### src/rtl/scoreboard_regfile.sv
// Register file with per-register pending-write counters for in-order issue / out-of-order writeback.
// Optional same-cycle write-through forwarding on the read ports when SCOREBOARD_REGFILE_BYPASS_EN is defined.
module scoreboard_regfile #(
  parameter int DATA_W   = 16,
  parameter int NUM_REGS = 16,
  parameter int ADDR_W   = 4,
  parameter int CNT_W    = 2
) (
  input  logic              clk,
  input  logic              rst,
  input  logic [ADDR_W-1:0] rd_addr1,
  input  logic [ADDR_W-1:0] rd_addr2,
  output logic [DATA_W-1:0] rd_data1,
  output logic [DATA_W-1:0] rd_data2,
  output logic              rd_busy1,
  output logic              rd_busy2,
  input  logic              rsv_valid,
  input  logic [ADDR_W-1:0] rsv_reg,
  output logic              rsv_stall,
  input  logic              wr_valid,
  input  logic [ADDR_W-1:0] wr_reg,
  input  logic [DATA_W-1:0] wr_data,
  output logic              wr_done,
  output logic              err_unexp_wr
);

  localparam logic [CNT_W-1:0] CntMax = '1;

  logic [DATA_W-1:0] regFile [NUM_REGS];
  logic [CNT_W-1:0]  pendCnt [NUM_REGS];
  logic [CNT_W-1:0]  nextCnt [NUM_REGS];
  logic [NUM_REGS-1:0] rsvHit;
  logic [NUM_REGS-1:0] wrHit;
  logic wrDoneQ;
  logic errQ;
  logic sameReg;
  logic rsvAccept;

  // Handshake: a reservation transfers on an edge where rsv_valid & ~rsv_stall; decode holds
  // rsv_reg while stalled. Writeback has no back-pressure: every wr_valid cycle transfers.
  assign sameReg   = wr_valid && (wr_reg == rsv_reg);
  assign rsv_stall = rsv_valid && (pendCnt[rsv_reg] == CntMax) && !sameReg;
  assign rsvAccept = rsv_valid && !rsv_stall;

  always_comb begin
    rsvHit = '0;
    wrHit  = '0;
    if (rsvAccept) rsvHit[rsv_reg] = 1'b1;
    if (wr_valid)  wrHit[wr_reg]   = 1'b1;
  end

  // A matching reserve and write cancel; otherwise saturate at max (stalled) and floor at 0 (error).
  always_comb begin
    for (int i = 0; i < NUM_REGS; i++) begin
      nextCnt[i] = pendCnt[i];
      if (rsvHit[i] && !wrHit[i]) begin
        nextCnt[i] = pendCnt[i] + CNT_W'(1);
      end else if (wrHit[i] && !rsvHit[i] && (pendCnt[i] != '0)) begin
        nextCnt[i] = pendCnt[i] - CNT_W'(1);
      end
    end
  end

  always_ff @(posedge clk or posedge rst) begin
    if (rst) begin
      for (int i = 0; i < NUM_REGS; i++) begin
        regFile[i] <= '0;
        pendCnt[i] <= '0;
      end
      wrDoneQ <= 1'b0;
      errQ    <= 1'b0;
    end else begin
      for (int i = 0; i < NUM_REGS; i++) begin
        pendCnt[i] <= nextCnt[i];
        if (wrHit[i]) regFile[i] <= wr_data;
      end
      wrDoneQ <= wr_valid;
      if (wr_valid && (pendCnt[wr_reg] == '0)) errQ <= 1'b1;
    end
  end

  assign wr_done      = wrDoneQ;
  assign err_unexp_wr = errQ;

  always_comb begin
    rd_data1 = regFile[rd_addr1];
    rd_data2 = regFile[rd_addr2];
    rd_busy1 = (pendCnt[rd_addr1] != '0);
    rd_busy2 = (pendCnt[rd_addr2] != '0);
`ifdef SCOREBOARD_REGFILE_BYPASS_EN
    // Forwarded reads report the count as it will be after this edge.
    if (wrHit[rd_addr1]) begin
      rd_data1 = wr_data;
      rd_busy1 = (nextCnt[rd_addr1] != '0);
    end
    if (wrHit[rd_addr2]) begin
      rd_data2 = wr_data;
      rd_busy2 = (nextCnt[rd_addr2] != '0);
    end
`endif
    if (rst) begin
      rd_data1 = '0;
      rd_data2 = '0;
      rd_busy1 = 1'b0;
      rd_busy2 = 1'b0;
    end
  end

endmodule

### config.mk
export PLATFORM = sky130hd
export DESIGN_NAME = scoreboard_regfile
export DESIGN_NICKNAME = d
export VERILOG_FILES = /design/src/rtl/scoreboard_regfile.sv
export SDC_FILE = /design/constraint.sdc
export NUM_CORES = 1
export LEC_CHECK = 0
export CORE_ASPECT_RATIO = 1.2
export CORE_MARGIN = 1.5
export CORE_UTILIZATION = 30
export DETAILED_ROUTE_END_ITERATION = 10
export PLACE_DENSITY = 0.57
export SYNTH_ARGS = -nofsm -noshare
export SYNTH_HDL_FRONTEND = slang
export SYNTH_SLANG_ARGS = --single-unit
### constraint.sdc
create_clock -name clk -period 17.8 [get_ports clk]
set_input_delay 3.56 -clock clk [delete_from_list [all_inputs] [get_ports clk]]
set_output_delay 3.56 -clock clk [all_outputs]
set_load 0.05 [all_outputs]
== After elaboration in Yosys (flattened, before gate mapping) ==
Index checks and enable logic that the tools add are counted.

* Bits in registers: 290
* Input port bits: 36
* Output and inout bits: 37

* $add $sub $neg: 32
* $lt $le $gt $ge: 8
* Eq/ne operators: 2
* Multiplexer cells: 60
* Bitwise gates (word level): 4
* Reductions and logical operators: 124

{| class="wikitable"
|+ Operators with widths
! cell !! number
|-
| 16-bit binary-select mux with 4-bit select || 2
|-
| 16-bit 2-to-1 mux || 8
|-
| 2-bit 2-to-1 mux || 40
|-
| 2-bit nonzero test || 34
|-
| 1-bit logical AND || 55
|-
| 1-bit zero test || 34
|-
| 2-bit by 1-bit adder with 2-bit output (second input constant) || 16
|-
| 2-bit binary-select mux with 4-bit select || 4
|-
| 2-bit by 1-bit subtractor with 2-bit output (second input constant) || 16
|-
| 5-bit >= comparator (second input constant) || 4
|-
| 4-bit NOT with 5-bit output || 4
|-
| 4-bit by 5-bit < comparator with 1-bit output (second input constant) || 2
|-
| 1-bit demux with 4-bit select || 2
|-
| 4-bit by 1-bit >= comparator with 1-bit output (second input constant) || 2
|-
| 4-bit equality test || 1
|-
| 1-bit 2-to-1 mux || 4
|-
| 2-bit equality test (second input constant) || 1
|-
| 2-bit zero test || 1
|}

== Logic depth before layout (Yosys ltp) ==
* Word-level depth: 15
* Gate-level depth with buffers: 8
* Depth with buffers taken out: 5

== Worst setup path after synthesis ==
No wires, ideal clock.

* Kind: input to output
* Start: in rst
* End: out rd_data1[11]
* Arrival time: 13276 ps
* Path slack: 964 ps
* Stages: 3
* Path buffers: 1
* Path through: inv_1 clkbuf_1 and2_1

* Cells in the longest elaborated chain, start to end: 1

{| class="wikitable"
|+ Ends and longest elaborated chain
! element !! RTL line !! text
|-
| from (decl) || 10 || <nowiki>input logic rst,</nowiki>
|-
| 16-bit 2-to-1 mux || 101 || <nowiki>if (rst) begin</nowiki>
|-
| to (decl) || 13 || <nowiki>output logic [DATA_W-1:0] rd_data1,</nowiki>
|}

Every way passes these cells.

== Worst setup path after layout ==
* Start: in rd_addr1[0]
* End: out rd_data1[15]

* Cells in the longest elaborated chain, start to end: 5

{| class="wikitable"
|+ Ends and longest elaborated chain
! element !! RTL line !! text
|-
| from (decl) || 11 || <nowiki>input logic [ADDR_W-1:0] rd_addr1,</nowiki>
|-
| 4-bit NOT with 5-bit output (not written as such) || 86 || <nowiki>rd_data1 = regFile[rd_addr1];</nowiki>
|-
| 16-bit binary-select mux with 4-bit select || 86 ||
|-
| 16-bit 2-to-1 mux (not written as such) (2 in a row) || 86 ||
|-
| 16-bit 2-to-1 mux || 101 ||
|}

Every way passes these cells. The select of a mux whose other input is x is not followed.

==> impl_results.md <==
* Status: finished, final reports clean
* Synth Net Count at around 1300
* P&R area growth vs syn at 15.8%
* CTS resizes at 0
* Die area at 56900 um2
* Post-synthesis sequential area ratio at 43.6%
* # nets final at 1355
* Power density cells at 123 nW/um2
* Worst setup margin at 7.40 ns
* Post-DR vias/cell at 5.53
* Syn. warnings at 0
* DRC errors left at 0
* Crit path launch type: input pin
* Clock sinks at 290
* Tmin final at 10.40 ns
* Worst endpoint data arrival time at 6.84 ns
* RSZ-0062 raised after global routing: no
* Tightest Pin Transition at about 1.2 ns
* Antenna violations before repair at 1
* Routed WL at just under 50000 um
* Worst setup EP type: output port
* Setup Fix Bufs, Post-CTS at 0
* CTS H-tree lvls at 2
* Die Y at 261 um
* Post-synth EDFFs at 0
* Post-synth cell types at 41
* Cell with the most instances after synthesis: dfrtp_1
* Pre-CTS setup slack at 7.34 ns
* Final setup fails at 0
* Cell Area, Synth at 16600 um2
* Area share of the largest cell type after synthesis at about 44%
* Post-Synthesis Cells at approximately 1300
* Critical path peak fanout at 33
* Final hold slack at 0.462 ns
* Gr usage total at 17.7%
* Hold Vio Cnt, Final at 0
* Max Cap Violations at 0
* Setup TNS Final at 0 ns
* CTS tree: yes
* Top-level port count at 73
* Share of post-route cells with drive strength above 1 at 35.0%
* Pre-antenna DRT Iters at 5
* Req. time, crit path at 14.24 ns
* Leak at 7.98 nW
* Wirelength per Cell at 23.7 um
* DP Wirelength at 29900 um
* Most common library cells after synthesis: 290 x dfrtp_1, 282 x nand2_1, 179 x mux4_2
* Worst-Skew Late Latency at about 0.56 ns
* Hold_buf cts at 0
* Flops & latches, synth at 290
* CTS Buffer Depth at 3
* Via count at 11400
* Period utilization at 58.4%
* Final ANT Viol Nets at 0
* Row Count at 94
* Reg clk slew, reported paths at around 0.050 ns
* Final Wtd Congestion at 0.816
* Most area-consuming cells after synthesis: dfrtp_1 44%, mux4_2 24%, mux2_2 12%
* Slew margin rel. at 18.7%
* CTS Root Buffer Type: clkbuf_16
* Die Wd at 218 um
* Asr flop ratio synth at 100%
* Area leader, netlist: dfrtp_1
* Vias in the first global route at 12000
* Ys flop type: dfrtp_1
* CORE AREA at 54800 um2
* Drt first-iter violations at between 800 and 900
* Antenna diode instance count at 0
* First-pass GRT wire length at 76000 um
* Maximum vdd drop at between 0.07 and 0.08 mV
* Syn avg cell area at ~13 um2
* PortBufs at 72
* HP Class: flop to flop
* Post-route clock skew at 0.00731 ns
* Gr ovfl total at 0
* Fmax at 96.2 MHz
* Critical path class: input pin to output port
* Initial Util at 30.4%
* Number of CTS-inserted buffers at 36
* Final max-slew violation count at 0
* Largest net degree at the start of global routing at 78
report_power, final:
group | internal [W] | total (W) | switching (W)
clock | 0.000494 | 0.000799 | 0.000305
combinational | 0.000346 | 0.000615 | 0.000269
sequential | 0.000818 | 0.000966 | 0.000147
cell families (layout without fill, tap and decap cells):
logic type      Yosys count  in the layout  share of synthesized area (%)
simple gates            455            455                           12.5
mux                     363            363                           37.1
flops                   290            290                           43.6
buf+inv                 104            167                           3.17
compound gates           67             67                           3.40
xor+xnor                  4              4                          0.210
path summary, 6_finish.rpt:
| check | startpoint | cells past startpoint | slack (ns) | endpoint |
|---|---|---|---|---|
| min in group asynchronous | rst | 2 | 3.51 | pendCnt[29]$_DFFE_PP0P_ |
| max in group asynchronous | rst | 3 | 12.94 | regFile[189]$_DFFE_PP0P_ |
| min reg2reg | err_unexp_wr$_DFFE_PP0P_ | 1 | 0.46 | err_unexp_wr$_DFFE_PP0P_ |
| max | rd_addr1[0] | 6 | 7.40 | rd_data1[15] |
| max reg2reg | pendCnt[18]$_DFFE_PP0P_ | 5 | 15.52 | pendCnt[22]$_DFFE_PP0P_ |
| min | err_unexp_wr$_DFFE_PP0P_ | 1 | 0.46 | err_unexp_wr$_DFFE_PP0P_ |
placed cells by master (no fill, tap or decap), types with 2 or more instances in the layout:
| master | instances |
|---|---|
| inv_16 | 2 |
| nor4b_1 | 3 |
| a21oi_1 | 2 |
| clkbuf_8 | 5 |
| nor2_2 | 10 |
| clkbuf_1 | 7 |
| nand2_1 | 282 |
| nor2_1 | 37 |
| o21ai_0 | 10 |
| xnor2_1 | 4 |
| and3b_1 | 6 |
| o2111ai_4 | 2 |
| mux4_2 | 179 |
| nand2b_1 | 2 |
| buf_4 | 32 |
| nand3b_1 | 11 |
| nand3_1 | 17 |
| mux4_1 | 4 |
| clkinv_2 | 7 |
| nand4_1 | 7 |
| and2_1 | 41 |
| bufinv_16 | 6 |
| o2111ai_1 | 16 |
| a32o_1 | 8 |
| o31ai_1 | 9 |
| nor3b_1 | 5 |
| clkdlybuf4s50_1 | 66 |
| o2bb2ai_1 | 8 |
| buf_2 | 3 |
| and3_1 | 14 |
| clkbuf_16 | 37 |
| mux2_4 | 3 |
| mux2_2 | 177 |
| o211ai_1 | 10 |
| nor2b_1 | 12 |
| dfrtp_1 | 290 |
| nor3_4 | 4 |
sequential cells by signal, summed over array words and instances, names as in the netlist:
register / cells
pendCnt: 32
regFile: 256
err_unexp_wr: 1
wr_done: 1
worst max-delay path, stage by stage:
cell	delay (ns)
buf_4	0.53
buf_4	0.67
mux4_2	0.59
mux4_2	0.50
and2_1	0.23
clkdlybuf4s50_1	0.72
metal layers:
layer | share of wire [%] | wire (um) | up-vias | global-route usage [%]
met4 | 2.7 | 1320 | 2 | 5.29
met2 | 48 | 23400 | 390 | 28.5
met5 | 0.035 | 17 | - | 0
li1 | - | - | 4848 | -
met3 | 6.9 | 3370 | 87 | 4.22
met1 | 43 | 21000 | 6090 | 23.7
area by class of cell:
cell class | instances | area (um2)
clock buffer | 49 | 1020
multi-input combinational | 889 | 8890
sequential | 290 | 7260
timing repair buffer | 101 | 916
tap | 720 | 901
inverter | 1 | 11.3
clock inverter | 16 | 264
fill | 5377 | 35500
per-stage QoR:
step	cell area, um2	util [%]	total power, W	std cells
floorplan	16600	-	0.00141	1283
global placement	18000	32.8	0.00157	2001
detailed placement	18000	32.8	0.00159	2001
CTS	19300	35.1	0.00240	2066
global route	19300	35.1	0.00249	2066
finish	19300	35.1	0.00238	2066
(Power assumes the default switching activity.)
